==> src/rtl/cnu_expand.sv <==
// Check node output stage: expands a (min1, min2, idx, signs) result into DC
// offset-min-sum check-to-variable messages, streamed Pout lanes per beat.
module cnu_expand #(
  parameter int data_w = 8,
  parameter int idx_w  = 8,
  parameter int DC     = 12,
  parameter int Pout   = 4,
  parameter int OFFSET = 1,
  localparam int NB    = (DC + Pout - 1) / Pout,
  localparam int bw    = (NB > 1) ? $clog2(NB) : 1
) (
  input  logic                       clk,
  input  logic                       rst,
  input  logic                       in_valid,
  output logic                       in_ready,
  input  logic [2*data_w-1:0]        min_in,
  input  logic [idx_w-1:0]           idx_in,
  input  logic [DC-1:0]              sign_in,
  output logic                       out_valid,
  input  logic                       out_ready,
  output logic [(data_w+1)*Pout-1:0] out,
  output logic [bw-1:0]              out_beat,
  output logic                       out_last
);

  typedef enum logic {IDLE, SEND} state_t;

  localparam int                NB_TAB   = 2 ** bw;
  localparam logic [bw-1:0]     LAST_B   = bw'(NB - 1);
  localparam logic [data_w-1:0] OFFSET_C = data_w'(OFFSET);

  state_t              state_q, state_d;
  logic                en_q;
  logic [data_w-1:0]   min1_q, min2_q;
  logic [idx_w-1:0]    idx_q;
  logic [DC-1:0]       sign_q;
  logic                parity_q;
  logic [bw-1:0]       beat_q, beat_d;
  logic                take, fire, last;

  assign out_valid = (state_q == SEND);
  assign last      = out_valid && (beat_q == LAST_B);
  assign fire      = out_valid & out_ready;
  // The last-beat handshake reopens the input so the next word follows with no bubble.
  assign in_ready  = en_q & ((state_q == IDLE) | (fire & last));
  assign take      = in_valid & in_ready;
  assign out_beat  = beat_q;
  assign out_last  = last;

  always_comb begin
    // NOTE: every always_comb output gets a default first so no path can infer a latch.
    state_d = state_q;
    beat_d  = beat_q;
    if (take) begin
      state_d = SEND;
      beat_d  = '0;
    end else if (fire) begin
      if (last) state_d = IDLE;
      else      beat_d  = beat_q + bw'(1);
    end
  end

  // NOTE: sequential state uses non-blocking assignments so all registers update together.
  always_ff @(posedge clk or negedge rst) begin
    if (!rst) begin
      state_q <= IDLE;
      beat_q  <= '0;
      en_q    <= 1'b0;
    end else begin
      state_q <= state_d;
      beat_q  <= beat_d;
      en_q    <= 1'b1;
    end
  end

  always_ff @(posedge clk or negedge rst) begin
    if (!rst) begin
      min1_q   <= '0;
      min2_q   <= '0;
      idx_q    <= '0;
      sign_q   <= '0;
      parity_q <= 1'b0;
    end else if (take) begin
      min1_q   <= min_in[data_w-1:0];
      min2_q   <= min_in[2*data_w-1:data_w];
      idx_q    <= idx_in;
      sign_q   <= sign_in;
      parity_q <= ^sign_in;
    end
  end

  logic [data_w-1:0] mag1, mag2;
  assign mag1 = (min1_q >= OFFSET_C) ? min1_q - OFFSET_C : '0;
  assign mag2 = (min2_q >= OFFSET_C) ? min2_q - OFFSET_C : '0;

  // Every (beat, lane) has a fixed edge number, so the table is built with constant indices.
  logic [data_w:0] lane_tab [NB_TAB][Pout];

  for (genvar b = 0; b < NB_TAB; b++) begin : g_beat
    for (genvar k = 0; k < Pout; k++) begin : g_lane
      localparam int E = b * Pout + k;
      if (E < DC) begin : g_edge
        assign lane_tab[b][k] = {parity_q ^ sign_q[E],
                                 (idx_q == idx_w'(E)) ? mag2 : mag1};
      end else begin : g_pad
        assign lane_tab[b][k] = '0;
      end
    end
  end

  always_comb begin
    out = '0;
    if (out_valid) begin
      for (int k = 0; k < Pout; k++) begin
        out[(data_w+1)*k +: data_w+1] = lane_tab[beat_q][k];
      end
    end
  end

endmodule

==> config.mk <==
export PLATFORM = sky130hd
export DESIGN_NAME = cnu_expand
export DESIGN_NICKNAME = d
export VERILOG_FILES = /design/src/rtl/cnu_expand.sv
export SDC_FILE = /design/constraint.sdc
export NUM_CORES = 1
export LEC_CHECK = 0
export BUFFER_PORTS_ARGS = -buffer_cell sky130_fd_sc_hd__buf_2
export CAP_MARGIN = 0
export CORE_MARGIN = 3
export CORE_UTILIZATION = 50
export DETAILED_ROUTE_END_ITERATION = 16
export GPL_TIMING_DRIVEN = 0
export PLACE_DENSITY = 0.75
export RECOVER_POWER = 25
export REMOVE_ABC_BUFFERS = 1
export SLEW_MARGIN = 0
export SYNTH_ARGS = -nofsm -noshare
export SYNTH_HDL_FRONTEND = slang
export SYNTH_SLANG_ARGS = --single-unit
export TNS_END_PERCENT = 30
==> constraint.sdc <==
create_clock -name clk -period 2.8 [get_ports clk]
set_input_delay 0.14 -clock clk [delete_from_list [all_inputs] [get_ports clk]]
set_output_delay 0.14 -clock clk [all_outputs]
set_load 0.01 [all_outputs]
==> impl_metrics.json <==
{
  "outcome": "finished, violations left",
  "violations": "max-capacitance violations, max-slew violations",
  "synth_top_area_cell": "dfrtp_1",
  "muxShareOfSynthArea_pct": 24.5,
  "routedWlPerCell_um": 16.0,
  "yosysWarningCount": 0,
  "holdCritStartpoint": "in_valid",
  "place_ws_ps": 363,
  "clk_latency_ps": 290,
  "numCtsBuffers": 5,
  "grt.overflow.total": 0,
  "die_area_um2": 7820,
  "syn_area_per_cell_um2": 9.44,
  "timing.rr.start": "out_beat[0]",
  "setup-violations-final": 0,
  "io_pins": 81,
  "yosysSeqAreaShare_pct": 30.2,
  "area_delta_synth_final_pct": 15.9,
  "gp_congestion": 0.876,
  "grt_max_degree": 42,
  "power_mw": 4.83,
  "critPathMaxFanout": 6,
  "via_count": 3016,
  "cts_tree": "built",
  "antenna_left": 0,
  "reg2reg_slack_ps": 490,
  "clockBufferDepth": 2,
  "first_iter_violations": 190,
  "grt_pass1_vias": 2847,
  "maxSlewViolCount": 42,
  "combPwrFrac_pct": 65.3,
  "hold_depth": 2,
  "p_sw_mw": 2.37,
  "drc": 0,
  "vias_per_cell": 5.97,
  "worst_ep_required_time_ps": 2660,
  "min_to": "out_beat[0]",
  "io_buffer_count": 80,
  "core-area_um2": 6460,
  "crit_path_cell_trace": "ha_1 > or4_1 > nor3_4 > nor2_1 > mux2i_1 > o22ai_1 > buf_2",
  "placed_cells": 497,
  "clock_sinks": 41,
  "final_cells": 505,
  "r2r_end": "sign_q[9]",
  "synth_enable_flop_cells": 0,
  "relSlewSlack_pct": -48.3,
  "fin_util_pct": 61.0,
  "cts-hold-fix-buffers": 0,
  "synthArstFlopShare_pct": 100,
  "synth-main-ff-cell": "dfrtp_1",
  "ir_worst_vdd_v": 0.000675,
  "drv_cap": 1,
  "cts_root_buf": "clkbuf_8",
  "dpl.hpwl_um": 6090,
  "p_leak_nw": 1.64,
  "clk_pin_slew_ps": 80,
  "hold_class": "in2reg",
  "antenna_cells": 0,
  "fin_skew_ps": 5.15,
  "yosys.area.top_type_share_pct": 30.2,
  "period_share_pct": 96.0,
  "arrival_ps": 2550,
  "synth_adder_area_share_pct": 1.84,
  "syn_area_um2": 3400,
  "post_cts_resized": 0,
  "max_stage_delay_ps": 620,
  "synth-simple-area-share_pct": 19.4,
  "grt_pass1_wl_um": 13300,
  "drtPass1Iterations": 4,
  "max_freq_mhz": 372,
  "seq_power_share_pct": 26.2,
  "start_util_pct": 52.6,
  "slowest_stage": "or4_1",
  "cp-start-kind": "flop",
  "min_period_ps": 2690,
  "die_h_um": 88.4,
  "synthCells": 360,
  "synth_xor_area_share_pct": 6.19,
  "pwr-share-clk_pct": 8.5,
  "grt_usage_pct": 21.2,
  "ys_ff_latch": 41,
  "cts_setup_buffers": 0,
  "worst_slew_pin_slew_ps": 2220,
  "synth_top_family_by_area": "multiplexers",
  "num_rows": 29,
  "whs_ps": 57.1,
  "powerDensity_nw_per_um2": 1230,
  "final_hold_viol_count": 0,
  "synth_compound_area_share_pct": 13.7,
  "cts_max_level": 2,
  "crit_path_end_kind": "output pin",
  "crit_type": "reg2out",
  "synth_top_cells_by_area": "dfrtp_1, mux2_2, mux2i_1",
  "die_w_um": 88.4,
  "final_nets": 472,
  "ys_types": 49,
  "drive_gt1_share_pct": 34.1,
  "sw_frac_of_total_pct": 49.0,
  "fin_ws_ps": 112,
  "p_int_mw": 2.47,
  "r2r_cells": 7,
  "rsz0062_at_grt": "yes",
  "wl_um": 8100,
  "antenna_found_initial": 0
}
## placed cells by master (no fill, tap or decap), types with 4 or more instances in the layout
| cell | synthesis | layout |
|---|---|---|
| o21ai_0 | 6 | 6 |
| ha_1 | 5 | 5 |
| dfrtp_1 | 41 | 41 |
| o2bb2ai_1 | 4 | 4 |
| mux2_2 | 38 | 38 |
| xor2_1 | 6 | 6 |
| buf_2 | 2 | 79 |
| or4_1 | 5 | 5 |
| and2_1 | 9 | 9 |
| clkbuf_8 | 0 | 6 |
| or3_1 | 5 | 4 |
| nor2_2 | 2 | 4 |
| nor2_1 | 25 | 23 |
| o22ai_1 | 24 | 24 |
| a21oi_1 | 7 | 7 |
| nand3_1 | 14 | 13 |
| o211ai_1 | 10 | 10 |
| inv_1 | 9 | 9 |
| a22oi_1 | 10 | 10 |
| xnor2_1 | 18 | 18 |
| nand2b_1 | 6 | 6 |
| mux2i_1 | 39 | 39 |
| nand2_1 | 17 | 16 |
## worst max-delay path by stage
stage,slack (ps),startpoint,end,cells past startpoint
floorplan,200,out_beat[0],idx_q[0],6
global placement,-460,out_beat[0],min1_q[2],6
detailed placement,360,min2_q[0],out[19],7
CTS,1,min2_q[0],out[1],7
global route,-40,min2_q[1],out[27],8
finish,110,min2_q[0],out[12],7
## synth_stat cells (3+ instances only)
cell,number
dfrtp_1,41
mux2i_1,39
mux2_2,38
nor2_1,25
o22ai_1,24
xnor2_1,18
nand2_1,17
clkbuf_1,15
nand3_1,14
a22oi_1,10
o211ai_1,10
and2_1,9
inv_1,9
a21oi_1,7
nand2b_1,6
o21ai_0,6
xor2_1,6
ha_1,5
or3_1,5
or4_1,5
o2bb2ai_1,4
buf_6,3
nand3b_1,3
nor3_1,3
nor3_2,3
nor4_4,3
or2_1,3
## kinds of logic after synthesis
group,count (synthesis)
simple gates,112
mux,78
compound gates,69
flops,41
buf+inv,30
xor+xnor,24
fa+ha+maj,5
other cells,1
## worst max-delay path: cells and delay by family, from the launching register on
| kind | cells | cell delay [ps] |
|---|---|---|
| adder cells (fa/ha/maj) | 1 | 240 |
| AO/OA/AOI/OAI | 1 | 130 |
| buffers and inverters | 1 | 190 |
| AND/OR/NAND/NOR | 3 | 1070 |
| multiplexers | 1 | 200 |
| flip-flops | 1 | 430 |
## power groups by stage
stage | Sequential, mW | Combinational [mW] | Clock (mW)
after CTS | 1.26 | 3.11 | 0.425
after detailed placement | 1.28 | 3.09 | 0
final | 1.27 | 3.16 | 0.411
after global placement | 1.26 | 3.00 | 0
after global routing | 1.33 | 3.48 | 0.447
after floorplan | 1.18 | 2.23 | 0
## cell type report
type | count | area [um^2]
inverter | 9 | 33.8
timing repair buffer | 81 | 419
multi-input combinational | 289 | 2270
fill | 569 | 2520
clock inverter | 2 | 13.8
sequential | 41 | 1030
tap | 77 | 96.3
clock buffer | 6 | 82.6
## per-layer routing
layer,global-route usage [%],wire length (um),vias to the layer above
li1,-,-,1462
met1,29.2,3680,1442
met3,4.00,513,12
met2,34.1,3820,100
met4,6.18,95,0
met5,0,0,-
## sequential cells by signal (all words and copies together), names as in the netlist
register,cells
en_q,1
idx_q,8
min1_q,8
min2_q,8
out_beat,2
out_valid,1
parity_q,1
sign_q,12
## per-stage QoR
step,area [um^2],TNS (ps)
floorplan,3290,0
global placement,3790,-16840
detailed placement,3810,0
CTS,3910,0
global route,3940,-151
finish,3940,0
Note: power is estimated with default switching activity, not from simulation.
